--- src/rtl/serial_adder.sv ---
// rtl/serial_adder.sv - bit-serial WIDTH-bit adder, one bit per clock, LSB first
// Optional subtract mode (a - b) when SERIAL_ADDER_SUB_EN is defined.
module serial_adder #(
  parameter int WIDTH = 8
) (
  input  logic             clk,
  input  logic             rst_n,
  input  logic             start,
  input  logic [WIDTH-1:0] a,
  input  logic [WIDTH-1:0] b,
`ifdef SERIAL_ADDER_SUB_EN
  input  logic             sub,
`endif
  output logic             busy,
  output logic             done,
  output logic [WIDTH-1:0] sum,
  output logic             carry
);

  localparam int IDX_W = (WIDTH > 1) ? $clog2(WIDTH) : 1;
  localparam logic [IDX_W-1:0] LAST_IDX = IDX_W'(WIDTH - 1);

  typedef enum logic [1:0] {
    IDLE = 2'd0,
    RUN  = 2'd1,
    DONE = 2'd2
  } state_t;

  state_t state, state_next;

  logic [WIDTH-1:0] op_a, op_b, acc;
  logic [IDX_W-1:0] idx;
  logic             c, sub_q, sub_in;
  logic             accept, last;
  logic             bit_a, bit_b, bit_s, bit_c;

`ifdef SERIAL_ADDER_SUB_EN
  assign sub_in = sub;
`else
  assign sub_in = 1'b0;
`endif

  always_ff @(posedge clk or negedge rst_n) begin
    if (!rst_n) state <= IDLE;
    else        state <= state_next;
  end

  always_comb begin
    state_next = state;
    case (state)
      IDLE:    if (start) state_next = RUN;
      RUN:     if (idx == LAST_IDX) state_next = DONE;
      DONE:    state_next = IDLE;
      default: state_next = IDLE;
    endcase
  end

  assign accept = (state == IDLE) && start;
  assign last   = (state == RUN) && (idx == LAST_IDX);

  // Subtraction inverts b and seeds the carry with 1 (two's complement).
  assign bit_a = op_a[0];
  assign bit_b = op_b[0] ^ sub_q;
  assign bit_s = bit_a ^ bit_b ^ c;
  assign bit_c = (bit_a & bit_b) | (bit_a & c) | (bit_b & c);

  always_ff @(posedge clk or negedge rst_n) begin
    if (!rst_n) begin
      op_a  <= '0;
      op_b  <= '0;
      acc   <= '0;
      idx   <= '0;
      c     <= 1'b0;
      sub_q <= 1'b0;
      sum   <= '0;
      carry <= 1'b0;
    end else if (accept) begin
      op_a  <= a;
      op_b  <= b;
      acc   <= '0;
      idx   <= '0;
      c     <= sub_in;
      sub_q <= sub_in;
    end else if (state == RUN) begin
      op_a <= op_a >> 1;
      op_b <= op_b >> 1;
      c    <= bit_c;
      // New bit enters at the MSB so bit 0 lands in acc[0] after WIDTH shifts.
      acc  <= {bit_s, acc[WIDTH-1:1]};
      if (last) begin
        sum   <= {bit_s, acc[WIDTH-1:1]};
        carry <= bit_c;
      end else begin
        idx <= idx + 1'b1;
      end
    end
  end

  assign busy = (state != IDLE);
  assign done = (state == DONE);

endmodule

--- config.mk ---
export PLATFORM = sky130hd
export DESIGN_NAME = serial_adder
export DESIGN_NICKNAME = d
export VERILOG_FILES = /design/src/rtl/serial_adder.sv
export SDC_FILE = /design/constraint.sdc
export NUM_CORES = 1
export LEC_CHECK = 0
export CORE_ASPECT_RATIO = 1.1
export CORE_UTILIZATION = 46
export CTS_CLUSTER_SIZE = 16
export DETAILED_ROUTE_END_ITERATION = 10
export PLACE_DENSITY = 0.74
export SYNTH_ARGS = -nofsm -noshare
export SYNTH_HDL_FRONTEND = slang
export SYNTH_SLANG_ARGS = --single-unit
--- constraint.sdc ---
create_clock -name clk -period 1.4 [get_ports clk]
set_clock_uncertainty 0.05 [all_clocks]
set_input_delay 0.28 -clock clk [delete_from_list [all_inputs] [get_ports clk]]
set_output_delay 0.28 -clock clk [all_outputs]
set_load 0.1 [all_outputs]
=== Word level (Yosys, flattened, before mapping) ===
Cells that the tools add are included.

* Word-level logic and storage cells: 45
* Input bits: 19
* Flip-flop bits (word level): 39
* Output and inout bits: 11

* Muxes and demuxes: 14
* Bitwise logic cells: 8
* Add/sub/neg operators: 1
* Eq/ne operators: 6
* Reductions and logical operators: 8

{| class="wikitable"
|+ Operators by type and width
! kind !! number
|-
| 8-bit 2-to-1 mux || 6
|-
| 3-bit 2-to-1 mux || 3
|-
| 2-bit 2-to-1 mux || 2
|-
| 2-bit inequality test (second input constant) || 2
|-
| 2-bit one-hot mux with 2 select lines || 1
|-
| 2-bit AND reduction || 2
|-
| 2-bit nonzero test || 2
|-
| 3-bit by 1-bit adder with 3-bit output (second input constant) || 1
|-
| 1-bit bitwise AND || 3
|-
| 3-bit == test (second input constant) || 1
|-
| 3-bit AND reduction || 1
|-
| 2-bit by 1-bit == test with 1-bit output (second input constant) || 1
|-
| 2-bit == test (second input constant) || 1
|-
| 1-bit logical AND || 2
|-
| 2-bit logical NOT || 1
|-
| 1-bit 2-to-1 mux || 2
|-
| 2-bit by 1-bit inequality test with 1-bit output (second input constant) || 1
|-
| 1-bit bitwise OR || 2
|-
| 1-bit XOR || 2
|-
| 1-bit inverter || 1
|}

=== Longest topological paths before layout ===
Gate-level depths: netlist of the first run.

* Word-level depth: 5
* Gate-level depth with buffers: 6
* Mapped depth without buffers: 5

=== Worst setup path after synthesis of the first run ===
No wires, ideal clock.

* Path kind: flip-flop to output port
* Start: register state[1]
* End: output port done
* Cell stages (with the launch flop): 4
* Arrival time: 1,912 ps
* Buffers on the path: 1
* Slack: -842 ps
* Cell sequence: dfrtp_1 > inv_2 > buf_1 > nor2_1

* Cells in the longest elaborated chain, start to end: 1

{| class="wikitable"
|+ RTL lines
! item !! RTL line !! RTL
|-
| start, declared || 29 || <nowiki>state_t state, state_next;</nowiki>
|-
| start signal, assigned || 45 || <nowiki>else state <= state_next;</nowiki>
|-
| 2-bit == test || 100 || <nowiki>assign done = (state == DONE);</nowiki>
|-
| end, declared || 15 || <nowiki>output logic done,</nowiki>
|}

No other way between the ends.

=== Worst setup path in the final report of the first run ===
* Start: register state[1]
* End: output port busy

* Cells in the longest elaborated chain, start to end: 1

{| class="wikitable"
|+ RTL lines
! item !! RTL line !! RTL
|-
| 2-bit nonzero test || 99 || <nowiki>assign busy = (state != IDLE);</nowiki>
|-
| end, declared || 14 || <nowiki>output logic busy,</nowiki>
|}

No other way between the ends.

==> results.yml, run 1 <==
run_status:
  outcome: "complete, but fails checks"
  violations: "setup timing"
global_route:
  gr-total-overflow: 0
  grt_max_degree: 39
  antenna_found_initial: 0
  grt_util_all_layers_pct: 21.1
  grt_pass1_vias: 1348
  grt_pass1_wl_um: 6100
final_layout:
  fin_util_pct: 69.3
  area_growth_pct: 39.8
  regArea_um2: 952
  nets: 209
  final_cell_count_no_fill: 236
  fill_cells: 253
  diodes: 0
  final_area_um2: 2380
  drive_gt1_share_pct: 33.0
  multi_input_area_um2: 714
detailed_routing:
  via_per_inst: 5.44
  drt_iter0_drc: 35
  num_vias: 1284
  wire_per_inst_um: 14.8
  routed_wl_um: 3490
  firstDrtPassIters: 4
  route.detailed.drc: 0
  ant_nets: 0
clocking:
  cts_sinks: 38
  cts_inserted_buffers: 5
  clk_latency_ns: 0.35
  clk_path_buf_depth: 2
  cts_tree: "done"
  clk_pin_slew_worst_paths_ns: 0.13
  cts_root_buf: "clkbuf_4"
  htreeDepth: 2
setup_path:
  r2r_end: "carry"
  reg2reg_from: "state[1]"
  required_ns: 1.07
  worstPathArrival_ns: 1.32
  start_kind: "flip-flop"
  cp_max_fo: 4
  r2r_cells: 5
  r2r_slack_ns: -0.11
  endpoint_kind: "output pin"
  critPathKind: "reg2out"
placement:
  port_buffers: 29
  dpl-instance-area_um2: 2240
  dp_cells: 223
  gp_congestion: 0.827
  dp_hpwl_um: 2470
power:
  swShare_pct: 42.6
  power_leakage_uw: 0.00106
  p_per_area_nw_per_um2: 2550
  peakVddDrop_v: 0.000944
  pwr-share-seq_pct: 33.1
  power.share.combinational_pct: 54.7
  p_sw_uw: 2600
  p_clk_share_pct: 12.2
  design_power_total_uw: 6090
  p_int_uw: 3490
timing:
  setup_viol: 14
  finalHoldViolCount: 0
  finalCriticalPeriod_ns: 1.65
  fmax_mhz: 605
  maxSlewHeadroom_pct: 85.1
  finalCritPeriodShare_pct: 118
  slew_violations: 0
  worst_slack_ns: -0.252
  worst_slew_pin_slew_ns: 0.223
  rsz0062_at_grt: "yes"
synthesis:
  synth_edf_count: 0
  yosys_warnings: 0
  syn-cell-area_um2: 1710
  syn_inst: 140
  avgSynthCellArea_um2: 12.2
  yosysUniqueCellTypes: 29
  synth.most_common_cell: "dfrtp_1"
  synth_nets: 162
  synthTopCellsByArea: "dfrtp_1, mux2_4, o22ai_1"
  synth_common_cells: "dfrtp_1, nor2_1, o22ai_1, a21oi_1"
  synth.top_cell.area_share_pct: 55.8
  ys_seq_area_share_pct: 55.8
  synth_area_leader_cell: "dfrtp_1"
  synthArstFlopShare_pct: 100
  synthFlopType: "dfrtp_1"
  synth-seq-cells: 38
worst_hold_path:
  hold_class: "in2async"
floorplanning:
  ios: 30
  start_util_pct: 49.6
  rows: 22
  die_y_um: 65.9
  die_w_um: 60.1
  design.core.area_um2: 3440
  die_area_um2: 3960
job:
  maxCapViolCount: 0
## power by group through the flow
stage                     logic, uW  clock network, uW  registers (uW)
after global routing           3550                806            2090
final                          3330                743            2020
after CTS                      3310                753            2020
after floorplan                1450                  0            2760
after detailed placement       3240                  0            2040
after global placement         3140                  0            2020
## state kept, by name, summed over array words and instances (netlist names)
register and count:
sum 8, op_b 8, idx 3, c 1
state 2, carry 1, acc 7, op_a 8
## kinds of logic (layout without fill, tap and decap cells)
family                     Yosys count  after routing  synth area share (%)
AOI/OAI and AO/OA                   41             41                  16.8
adders and majority gates            3              3                  2.64
buffers and inverters               12             60                  5.13
DFF                                 38             38                  55.8
muxes                                9              9                  7.92
and+or+nand+nor                     37             37                  11.7
## through the flow
stage                     hold slack [ns]  setup WS, ns  setup TNS (ns)
after floorplan                   -0.0656       -0.0590          -0.283
after global placement              0.431        -0.237           -4.61
after detailed placement            0.441        -0.312           -6.12
after CTS                           0.256        -0.276          -0.954
after global routing                0.259        -0.289           -1.83
final                               0.251        -0.252           -1.18
## layer usage
layer | GRT usage, % | wire [um]
met4 | 7.56 | 35
met2 | 37.1 | 1860
met3 | 5.09 | 142
met5 | 0 | 0
met1 | 24.5 | 1450
## layout make-up
type | instances | share of cell area (%)
Sequential cell | 38 | 39.9
Inverter | 4 | 0.735
Tap cell | 48 | 2.52
Clock buffer | 5 | 1.57
Multi-Input combinational cell | 90 | 30.0
Timing Repair Buffer | 48 | 23.6
Clock inverter | 3 | 1.68
## worst max-delay path, stage by stage, from the launching register on
cell     delay, ns
dfrtp_1       0.42
buf_6         0.14
or2_4         0.25
buf_12        0.17
## layout by cell type, fill, tap and decap left out, types with 2 or more instances in the layout
cell type,count
dfrtp_1,37
clkdlybuf4s50_1,18
buf_4,16
nor2_1,14
o22ai_1,12
buf_12,12
a21oi_1,11
nor3_1,9
mux2_4,9
a22o_1,8
clkbuf_4,5
o2bb2ai_1,4
nand2_1,3
or2_4,2
nor3b_2,2
o32ai_1,2
inv_1,2
a22oi_1,2
clkinv_2,2
buf_6,2
## worst max-delay path by stage
stage	from	endpoint	slack, ns
2_1_floorplan	state[1]	done	-0.06
5_1_grt	state[1]	busy	-0.29
3_5_place_dp	start	acc[3]	-0.31
4_1_cts	state[1]	busy	-0.28
6_report	state[1]	busy	-0.25
3_3_place_gp	start	acc[1]	-0.24
## repair_timing
action | in CTS | in global routing
resized for setup | 6 | 6
endpoints found under the setup margin | 7 | 22
setup buffers | 5 | 1
pin swaps | 2 | 2
hold buffers | 0 | 0
Power figures use the tool's default switching activity.
==> run 2: changes to the inputs <==
--- a/config.mk
+++ b/config.mk
@@ -10,6 +10,7 @@
 export CTS_CLUSTER_SIZE = 16
 export DETAILED_ROUTE_END_ITERATION = 10
 export PLACE_DENSITY = 0.74
+export SETUP_SLACK_MARGIN = 0.3
 export SYNTH_ARGS = -nofsm -noshare
 export SYNTH_HDL_FRONTEND = slang
 export SYNTH_SLANG_ARGS = --single-unit
==> run 2 against run 1 <==
  * The flow still finishes with violations (setup timing)
  * Combinational power rose by 21%
  * Core utilization rose by 9.6 points
  * Total power rose by 13%
  * Critical path depth did not move
  * Wire length rose by 13%
  * Via count rose by 7.6%
  * Register-to-register slack improved by 0.05 ns
  * Worst hold slack got worse by 0.0092 ns
  * Clock-buffer cell count did not move
  * Worst setup slack improved by 0.019 ns
  * Sequential power rose by 3%
  * Final cell count rose by 8.1%
  * Critical endpoint unchanged
==> results.yml, run 2 (synthesis results as in run 1) <==
timing:
  finalHoldViolCount: 0
  rsz0062_at_grt: "yes"
  worst_slew_pin_slew_ns: 0.237
  worst_hold_slack_ns: 0.242
  worst_slack_ns: -0.233
  slew_violations: 0
  setup_viol: 7
  finalCriticalPeriod_ns: 1.63
  maxSlewHeadroom_pct: 84.1
  fmax_mhz: 612
  finalCritPeriodShare_pct: 117
setup_path:
  r2r_cells: 6
  endpoint_kind: "output pin"
  worstPathArrival_ns: 1.30
  start_kind: "flip-flop"
  r2r_slack_ns: -0.06
  required_ns: 1.07
  cp_max_fo: 3
  r2r_end: "op_a[1]"
  critPathKind: "reg2out"
  reg2reg_from: "state[1]"
global_route:
  grt_pass1_vias: 1270
  antenna_found_initial: 0
  gr-total-overflow: 0
  grt_pass1_wl_um: 6110
  grt_util_all_layers_pct: 21.0
  grt_max_degree: 39
detailed_routing:
  via_per_inst: 5.42
  firstDrtPassIters: 4
  wire_per_inst_um: 15.5
  drt_iter0_drc: 21
  ant_nets: 0
  num_vias: 1381
  routed_wl_um: 3950
  route.detailed.drc: 0
final_layout:
  diodes: 0
  final_cell_mix: "dfrtp_1, buf_4, clkdlybuf4s50_1"
  final_common_cell: "dfrtp_1"
  nets: 228
  fill_cells: 204
  area_growth_pct: 59.1
  drive_gt1_share_pct: 50.7
  top_regs: "op_a: 8 flops, op_b: 8 flops, sum: 8 flops"
  fin_util_pct: 78.9
power:
  design_power_total_uw: 6870
  p_per_area_nw_per_um2: 2530
  power_leakage_uw: 0.00119
  peakVddDrop_v: 0.00128
placement:
  dp_hpwl_um: 2250
  gp_congestion: 0.790
  port_buffers: 29
floorplanning:
  ios: 30
  start_util_pct: 49.6
  die_area_um2: 3960
  die_y_um: 65.9
  design.core.area_um2: 3440
  die_w_um: 60.1
  rows: 22
clocking:
  cts_sinks: 38
  clk_path_buf_depth: 2
  ctsHoldBuffers: 0
  clk_pin_slew_worst_paths_ns: 0.12
  clk_latency_ns: 0.35
  cts_root_buf: "clkbuf_4"
  htreeDepth: 2
  cts_inserted_buffers: 5
  cts_tree: "done"
run_status:
  outcome: "complete, but fails checks"
  violations: "setup timing"
worst_hold_path:
  hold_class: "in2async"
job:
  maxCapViolCount: 0
==> run 2: worst max-delay path by stage <==
stage	startpoint	to	slack, ns	cells after the start
3_5_place_dp	start	c	-0.25	4
2_1_floorplan	idx[0]	carry	-0.02	5
3_3_place_gp	start	acc[1]	-0.19	4
4_1_cts	state[1]	busy	-0.24	3
5_1_grt	state[1]	busy	-0.27	3
6_report	state[1]	busy	-0.23	3
==> run 2: power breakdown <==
group | switching [uW] | total [uW] | internal (uW)
logic | 2080 | 4040 | 1960
registers | 477 | 2080 | 1600
clock network | 377 | 752 | 374
==> run 2: worst max-delay path, stage by stage, from the launching register on <==
cell,delay [ns]
dfrtp_1,0.42
buf_6,0.13
or2_4,0.24
buf_12,0.17
==> run 2: metrics by stage <==
step / setup WS (ns) / cell area (um^2) / cells / TNS (ns)
finish: -0.233 / 2710 / 255 / -0.563
global route: -0.274 / 2710 / 255 / -0.936
CTS: -0.239 / 2540 / 242 / -0.456
detailed placement: -0.253 / 2260 / 222 / -4.20
global placement: -0.193 / 2260 / 222 / -2.96
floorplan: -0.0248 / 1780 / 140 / -0.243
==> run 2: final cells by class <==
type                            count  area (um^2)  area share (%)
Tap cell                           48         60.1            2.21
Timing Repair Buffer               64          706            26.0
Multi-Input combinational cell     93          890            32.8
Sequential cell                    38          952            35.1
Clock buffer                        5         37.5            1.38
Clock inverter                      3         45.0            1.66
Inverter                            4         23.8           0.876
==> run 2: repair_timing <==
item	4_1_cts	5_1_grt
setup buffers	9	13
endpoints found under the setup margin	49	49
cloned	3	0
resized for setup	23	19
pin swaps	12	7
==> run 2: routing by layer <==
layer	share of wire, %	global-route usage, %	wire length [um]	vias up
met4	1.6	6.98	62	0
met2	54	35.3	2150	44
li1	-	-	-	642
met3	4.2	4.31	167	9
met1	40	26.6	1570	686
met5	0	0	0	-
==> run 3: changes to the inputs <==
--- a/config.mk
+++ b/config.mk
@@ -6,10 +6,10 @@
 export NUM_CORES = 1
 export LEC_CHECK = 0
 export CORE_ASPECT_RATIO = 1.1
-export CORE_UTILIZATION = 46
+export CORE_UTILIZATION = 31
 export CTS_CLUSTER_SIZE = 16
 export DETAILED_ROUTE_END_ITERATION = 10
-export PLACE_DENSITY = 0.74
+export PLACE_DENSITY_LB_ADDON = 0.12
 export SETUP_SLACK_MARGIN = 0.3
 export SYNTH_ARGS = -nofsm -noshare
 export SYNTH_HDL_FRONTEND = slang
==> run 3 against run 2 <==
  * The flow still finishes with violations (setup timing)
  * Clock power is 7.6% lower
  * Via count decreased by 3.6%
  * Register-to-register slack better by 0.03 ns
  * Non-clock buffer count shrank 2
  * Core utilization shrank 25 points
  * Final cell count grew 7.5%
  * Die area up 47%
  * Fmax rose by 3.8%
  * Sequential power is essentially flat
  * Sequential share of layout area shrank 0.79 points
  * Design area is 2.3% higher
  * Global-route usage fell by 5.4 points
==> results.yml, run 3 (synthesis results as in run 1) <==
final_layout:
  nets: 224
  fin_util_pct: 54.1
  area_growth_pct: 62.8
  final_cell_count_no_fill: 274
  final_common_cell: "dfrtp_1"
  diodes: 0
  final_cell_mix: "dfrtp_1, buf_4, clkdlybuf4s50_1"
  top_regs: "op_a: 8 flops, op_b: 8 flops, sum: 8 flops"
  drive_gt1_share_pct: 52.0
  fill_cells: 452
timing:
  worst_slack_ns: -0.173
  setup_viol: 20
  maxSlewHeadroom_pct: 82.5
  fmax_mhz: 636
  slew_violations: 0
  finalCriticalPeriod_ns: 1.57
  finalCritPeriodShare_pct: 112
  rsz0062_at_grt: "yes"
  finalHoldViolCount: 0
  worst_slew_pin_slew_ns: 0.260
global_route:
  grt_pass1_vias: 1433
  antenna_found_initial: 0
  grt_max_degree: 39
  grt_util_all_layers_pct: 15.6
  gr-total-overflow: 0
  grt_pass1_wl_um: 6780
clocking:
  cts_inserted_buffers: 5
  clk_latency_ns: 0.29
  cts_sinks: 38
  cts_tree: "done"
  clk_path_buf_depth: 2
  ctsHoldBuffers: 0
  htreeDepth: 2
  clk_pin_slew_worst_paths_ns: 0.07
  cts_root_buf: "clkbuf_8"
run_status:
  violations: "setup timing"
  outcome: "complete, but fails checks"
setup_path:
  reg2reg_from: "state[0]"
  worstPathArrival_ns: 1.24
  critPathKind: "reg2out"
  start_kind: "flip-flop"
  cp_max_fo: 4
  r2r_cells: 5
  r2r_slack_ns: -0.03
  r2r_end: "carry"
  required_ns: 1.07
  endpoint_kind: "output pin"
placement:
  dp_cells: 248
  post-place-ws_ns: -0.170
  dp_hpwl_um: 2620
  port_buffers: 29
  gp_congestion: 0.736
power:
  p_int_uw: 3920
  peakVddDrop_v: 0.000955
  power_leakage_uw: 0.00120
  p_clk_share_pct: 10.2
  swShare_pct: 42.7
  power.share.combinational_pct: 59.3
  pwr-share-seq_pct: 30.5
  design_power_total_uw: 6840
  p_sw_uw: 2920
  p_per_area_nw_per_um2: 2460
floorplanning:
  ios: 30
  rows: 27
  design.core.area_um2: 5130
  start_util_pct: 33.2
  die_area_um2: 5800
  die_w_um: 72.7
  die_y_um: 79.8
detailed_routing:
  firstDrtPassIters: 4
  wire_per_inst_um: 14.8
  drt_iter0_drc: 41
  ant_nets: 0
  via_per_inst: 4.86
  route.detailed.drc: 0
  num_vias: 1331
  routed_wl_um: 4050
job:
  maxCapViolCount: 0
worst_hold_path:
  hold_class: "in2async"
run 3: cell count changes in the layout (fill, tap and decap cells not counted), sizes merged:
cell      change
buf           -2
bufinv        -1
clkbuf        +2
clkinv        +1
clkinvlp      -3
nand2         -1
or2           -1
run 3: how the worst max path moves through the flow:
stage	start	end	slack (ns)	cells past startpoint
final	state[1]	busy	-0.17	3
after detailed placement	start	op_a[2]	-0.17	5
after global placement	start	op_a[0]	-0.14	5
after floorplan	idx[0]	carry	-0.02	5
after global routing	state[1]	busy	-0.21	3
after CTS	state[1]	busy	-0.18	3
run 3: power groups by stage:
| stage | sequential, uW | combinational, uW | clock [uW] |
|---|---|---|---|
| final | 2090 | 4050 | 695 |
| after global routing | 2150 | 4280 | 783 |
| after CTS | 2060 | 3820 | 727 |
| after detailed placement | 2050 | 3350 | 0 |
| after global placement | 2020 | 3260 | 0 |
| after floorplan | 2760 | 1500 | 0 |
run 3: metal layers:
metal / wire, um / global-route usage (%)
met5: 0 / 0
met4: 46 / 4.71
met3: 158 / 4.55
met1: 1690 / 18.7
met2: 2160 / 26.8
run 3: area by class of cell:
cell class                      count  area [um^2]  share of cell area [%]
Tap cell                           72         90.1                    3.24
Inverter                            4         17.5                   0.631
Multi-Input combinational cell     91          908                    32.7
Sequential cell                    38          952                    34.3
Clock buffer                        7         76.3                    2.75
Timing Repair Buffer               62          732                    26.4
run 3: critical path, cell delays in order, from the launching register on:
cell and delay [ns]:
dfrtp_1 0.41, buf_12 0.14, or2_4 0.24, buf_12 0.17
run 3: through the flow:
stage	instance area (um^2)	hold slack [ns]	setup TNS, ns
6_report	2780	0.315	-0.681
3_5_place_dp	2330	0.447	-2.53
2_1_floorplan	1780	-0.0656	-0.243
3_3_place_gp	2330	0.434	-1.94
5_1_grt	2780	0.329	-1.68
4_1_cts	2660	0.319	-0.713
run 3: repair_timing:
item / 4_1_cts / 5_1_grt
cloned: 1 / 0
setup buffers: 14 / 4
pin swaps: 18 / 9
gates resized for setup: 31 / 17
setup endpoints to repair: 49 / 49
